--- src/rtl/bcd_pkg.sv ---
// Shared constants, FSM state encodings and helpers for the packed-BCD serial adder.
package bcd_pkg;

  // Width of one BCD digit, largest legal digit value, and decimal correction.
  localparam int BCD_W    = 4;
  localparam int BCD_MAX  = 9;
  localparam int BCD_CORR = 6;

  // FSM state encodings: IDLE waits for start, RUN adds one digit per cycle,
  // DONE presents the one-cycle completion pulse.
  localparam logic [1:0] IDLE = 2'd0;
  localparam logic [1:0] RUN  = 2'd1;
  localparam logic [1:0] DONE = 2'd2;

  // True when a 4-bit code is not a legal BCD digit.
  function automatic logic digit_invalid(input logic [BCD_W-1:0] d);
    return d > BCD_W'(BCD_MAX);
  endfunction

endpackage

--- src/rtl/bcd_digit_add.sv ---
// Combinational one-digit BCD adder stage. Non-BCD inputs follow the same
// correction rule so the result is always deterministic.
module bcd_digit_add
  import bcd_pkg::*;
(
  input  logic [BCD_W-1:0] a_d,
  input  logic [BCD_W-1:0] b_d,
  input  logic             c_in,
  output logic [BCD_W-1:0] s,
  output logic             c_out
);

  logic [BCD_W:0] t;

  // Binary sum, then add 6 (mod 16) whenever it exceeds 9 to wrap into decimal.
  always_comb begin
    t     = {1'b0, a_d} + {1'b0, b_d} + {{BCD_W{1'b0}}, c_in};
    s     = t[BCD_W-1:0];
    c_out = 1'b0;
    if (t > (BCD_W + 1)'(BCD_MAX)) begin
      s     = t[BCD_W-1:0] + BCD_W'(BCD_CORR);
      c_out = 1'b1;
    end
  end

endmodule

--- src/rtl/bcd_serial_adder.sv ---
// Multi-digit packed-BCD adder: operands are latched on start, then summed one
// digit per clock (LSD first) through a single shared digit stage.
module bcd_serial_adder
  import bcd_pkg::*;
#(
  parameter int DIGITS = 4
) (
  input  logic                      clk,
  input  logic                      rst,
  input  logic                      start,
  input  logic [BCD_W*DIGITS-1:0]   a,
  input  logic [BCD_W*DIGITS-1:0]   b,
  input  logic                      cin,
  output logic                      busy,
  output logic                      done,
  output logic [BCD_W*DIGITS-1:0]   sum,
  output logic                      cout,
  output logic                      invalid
);

  localparam int W     = BCD_W * DIGITS;
  localparam int IDX_W = $clog2(DIGITS);
  localparam logic [IDX_W-1:0] LAST_IDX = IDX_W'(DIGITS - 1);

  logic [1:0]       state_reg;
  logic [IDX_W-1:0] index_reg;
  logic             carry_reg;
  logic [W-1:0]     a_reg;
  logic [W-1:0]     b_reg;
  logic [W-1:0]     sum_reg;
  logic             cout_reg;
  logic             invalid_reg;

  logic [BCD_W-1:0]    a_dig [DIGITS];
  logic [BCD_W-1:0]    b_dig [DIGITS];
  logic [2*DIGITS-1:0] digit_bad;
  logic [BCD_W-1:0]    stage_s;
  logic                stage_c;

  // Per-digit views of the latched operands and legality flags of the live inputs.
  generate
    for (genvar gi = 0; gi < DIGITS; gi++) begin : g_digits
      assign a_dig[gi]            = a_reg[gi*BCD_W +: BCD_W];
      assign b_dig[gi]            = b_reg[gi*BCD_W +: BCD_W];
      assign digit_bad[gi]        = digit_invalid(a[gi*BCD_W +: BCD_W]);
      assign digit_bad[DIGITS+gi] = digit_invalid(b[gi*BCD_W +: BCD_W]);
    end
  endgenerate

  // Single shared digit stage, steered by the current digit index.
  bcd_digit_add u_stage (
    .a_d   (a_dig[index_reg]),
    .b_d   (b_dig[index_reg]),
    .c_in  (carry_reg),
    .s     (stage_s),
    .c_out (stage_c)
  );

  // Control FSM, operand capture and result accumulation.
  always_ff @(posedge clk) begin
    if (rst) begin
      state_reg   <= IDLE;
      index_reg   <= '0;
      carry_reg   <= 1'b0;
      a_reg       <= '0;
      b_reg       <= '0;
      sum_reg     <= '0;
      cout_reg    <= 1'b0;
      invalid_reg <= 1'b0;
    end else begin
      case (state_reg)
        IDLE: begin
          if (start) begin
            a_reg       <= a;
            b_reg       <= b;
            carry_reg   <= cin;
            index_reg   <= '0;
            sum_reg     <= '0;
            cout_reg    <= 1'b0;
            invalid_reg <= |digit_bad;
            state_reg   <= RUN;
          end
        end
        RUN: begin
          sum_reg[index_reg*BCD_W +: BCD_W] <= stage_s;
          carry_reg <= stage_c;
          if (index_reg == LAST_IDX) begin
            cout_reg  <= stage_c;
            state_reg <= DONE;
          end else begin
            index_reg <= index_reg + 1'b1;
          end
        end
        DONE: begin
          state_reg <= IDLE;
        end
        default: begin
          state_reg <= IDLE;
        end
      endcase
    end
  end

  // Status and results come straight from registers so they are glitch-free.
  assign busy    = (state_reg != IDLE);
  assign done    = (state_reg == DONE);
  assign sum     = sum_reg;
  assign cout    = cout_reg;
  assign invalid = invalid_reg;

endmodule

--- config.mk ---
export PLATFORM = sky130hd
export DESIGN_NAME = bcd_serial_adder
export DESIGN_NICKNAME = d
export VERILOG_FILES = /design/src/rtl/bcd_pkg.sv /design/src/rtl/bcd_digit_add.sv /design/src/rtl/bcd_serial_adder.sv
export SDC_FILE = /design/constraint.sdc
export NUM_CORES = 1
export LEC_CHECK = 0
export CAP_MARGIN = 20
export CORE_MARGIN = 10
export CORE_UTILIZATION = 50
export CTS_CLUSTER_SIZE = 16
export DETAILED_ROUTE_END_ITERATION = 10
export PLACE_DENSITY = 0.79
export SYNTH_ARGS = -nofsm -noshare
export SYNTH_HDL_FRONTEND = slang
export SYNTH_SLANG_ARGS = --single-unit
--- constraint.sdc ---
create_clock -name clk -period 4.99 [get_ports clk]
set_input_delay 0.7485 -clock clk [delete_from_list [all_inputs] [get_ports clk]]
set_output_delay 0.7485 -clock clk [all_outputs]
set_load 0.01 [all_outputs]
==> reports/qor.yml <==
outcome:
  result_of_the_run: "complete, no violations"
critical_path:
  critical_path_arrival_ps: 4080
  path_class: "flop to flop"
  worst-path-buf-inv: 1
  cp_max_fo: 11
  worst_path_most_repeated_cell: "fa_1"
  crit_chain: "buf_4 > mux4_2 > fa_1 > fa_1 > xnor2_1 > ha_1 > nor2b_1 > a31o_1 > o31ai_4 > mux2_4 > nor2_2 > a22o_1"
  critPathLaunchType: "flop"
  cpPeakStageDelay_ps: 540
  cell_class_contributing_the_biggest_share_of_worst_path_delay: "adder cells"
  critPathRequiredTime_ps: 5250
  timing.critical_path.slowest_stage_cell: "mux4_2"
  sort_of_element_at_the_end_of_the_critical_path: "flop"
hold_path:
  holdCritPathClass: "flop to flop"
clock_network:
  clock-sinks: 55
  cts-root-to-sink-buffers: 2
  cts.clk_slew.worst_paths_ps: 90
  cts_resized: 0
  num_cts_buffers: 5
  cts-root-buf: "clkbuf_8"
  post_cts_hold_buffer_count: 0
  cts_tree: "yes"
  clock_tree.htree_level_count: 2
  worst_skew_pair.late_latency_ps: 310
  post_cts_buffers: 0
grt:
  grt_pass1_vias: 2203
  largest_net_degree_at_the_start_of_global_routing: 36
  global_route.overflow_total: 0
  grt_use_total: 0.141
  number_of_antenna_violations_at_the_first_check_in_global_routing: 0
  grt_pass1_wl_um: 9890
synthesis:
  synthesis.instances: 285
  yosys.area.top_type: "dfxtp_1"
  postSynthAreaPerCell_sq_um: 8.79
  yosysUniqueCellTypes: 32
  synth.top_cells.by_area: "dfxtp_1 44%, nand2_1 11%, a21oi_1 7.4%"
  synth.ff_latch_count: 55
  synth-edff-count: 0
  syn-cell-area_sq_mm: 0.00251
  yosys_warnings: 0
  synth_largest_type_area_fraction: 0.439
  synth_top_flop_cell: "dfxtp_1"
  postSynthNetCount: 331
  register_area_share_after_synthesis: 0.439
  synthArstFlopShare: 0
layout:
  area_delta_synth_final_pct: 26.8
  post_route_cells_drive_above_1_share: 0.0778
  finish.net_count: 379
  diodes: 0
  post-route-cell-area_sq_mm: 0.00318
detailed_routing:
  antenna_violating_nets_post_route: 0
  routed-via-count: 2118
  routedWlPerCell_um: 14.5
  first_drt_iteration_drcs: 80
  detailedRoute.firstPassIterationCount: 4
  wirelength_routed_um: 5800
  route.detailed.vias_per_inst: 5.28
  drcViolationCount: 0
sta:
  finalSetupViolations: 0
  worst_pin_slew_ps: 956
  timing.final.crit_share: 0.766
  slew_viol_final: 0
  timing_hold_violations_final: 0
  rsz0062_at_grt: "false"
  tns_ps: 0
  timing.max_slew.rel_slack: 0.361
  skew_ps: 5.50
  min_period_ps: 3820
  maximum_operating_frequency_ghz: 0.262
die:
  core_sq_mm: 0.00479
  row_count: 25
  initial_utilization: 0.524
  ios: 56
  die_y_um: 90.8
  floorplan.die.width_um: 90.8
  die-area_sq_mm: 0.00824
power:
  power.static_leakage_nw: 1.20
  vdd_drop_max_v: 0.000133
  power_density_mw_per_mm2: 284
placed_design:
  hpwl_um: 4510
  io_buffers: 55
  placed_area_sq_mm: 0.00309
  routabilityCongestion: 0.822
run:
  max-cap-violations: 0
## cells in the final DEF (no fill, tap or decap), types with 4 or more instances in the layout
cell	instances
a21o_1	6
a21oi_1	37
a22o_1	8
a22oi_1	9
clkbuf_8	5
clkdlybuf4s50_1	55
dfxtp_1	55
ha_1	8
inv_1	4
mux4_2	8
nand2_1	71
nor2_1	16
nor2b_1	6
o21ai_0	8
or2_2	4
## path summary, 6_finish.rpt
kind	start	end	slack (ps)	depth (start not counted)
worst min-delay path	b_reg[11]$_SDFFE_PP0P_	b_reg[11]$_SDFFE_PP0P_	460	2
worst min register to register	b_reg[11]$_SDFFE_PP0P_	b_reg[11]$_SDFFE_PP0P_	460	2
worst max-delay path	index_reg[0]$_SDFFE_PP0P_	sum[14]$_SDFFE_PP0P_	1170	12
worst max register to register	index_reg[0]$_SDFFE_PP0P_	sum[14]$_SDFFE_PP0P_	1170	12
## stage by stage
step	util	cells	hold WS [ps]	power (W)	setup WS [ps]
final	0.664	401	458	0.000903	1170
after global routing	0.664	401	478	0.000945	973
after CTS	0.664	401	461	0.000906	1140
after detailed placement	0.646	393	447	0.000671	1150
after global placement	0.646	393	441	0.000664	1260
after floorplan	-	285	433	0.000605	1270
## power breakdown
| group | switching (W) | internal (W) |
|---|---|---|
| registers | 0.0000134 | 0.000460 |
| clock network | 0.000142 | 0.000102 |
| logic | 0.0000947 | 0.0000913 |
| total | 0.000250 | 0.000653 |
## cell usage after synthesis, types with 2 or more instances
| library cell | instances |
|---|---|
| inv_1 | 4 |
| nor3_1 | 3 |
| and3_1 | 3 |
| dfxtp_1 | 55 |
| a21o_1 | 6 |
| nand3_1 | 2 |
| fa_1 | 2 |
| nand2b_1 | 3 |
| nor2b_1 | 6 |
| a21oi_1 | 37 |
| a22o_1 | 8 |
| mux4_2 | 8 |
| xnor2_1 | 2 |
| nor3b_1 | 2 |
| o21ai_0 | 8 |
| or2_2 | 4 |
| a22oi_1 | 9 |
| nor2_1 | 17 |
| nand2_1 | 71 |
| clkbuf_1 | 15 |
| ha_1 | 8 |
| nand4_1 | 2 |
## cell families after synthesis
kind of cell	synth area share
mux	0.0819
flops	0.439
simple gates	0.204
compound gates	0.177
buf+inv	0.0349
fa+ha+maj	0.0559
xor+xnor	0.00699
## final cells by class
cell class / instances / area, sq um
inverter: 4 / 15.0
clock buffer: 7 / 76.3
clock inverter: 1 / 8.76
sequential: 55 / 1100
tap: 67 / 83.8
multi-input combinational: 209 / 1320
fill: 409 / 1610
timing repair buffer: 58 / 573
## worst reg2reg max path: stages (launching register included)
cell	delay (ps)
dfxtp_1	430
buf_4	260
mux4_2	540
fa_1	440
fa_1	410
xnor2_1	180
ha_1	240
nor2b_1	130
a31o_1	230
o31ai_4	260
mux2_4	330
nor2_2	150
a22o_1	170
## metal layers
metal / vias up / part of all wire / track usage
met5: - / 0 / 0
met1: 977 / 0.45 / 0.156
met3: 9 / 0.053 / 0.0474
met2: 54 / 0.49 / 0.250
li1: 1078 / - / -
met4: 0 / 0.011 / 0.0366
Note: power is estimated with default switching activity, not from simulation.
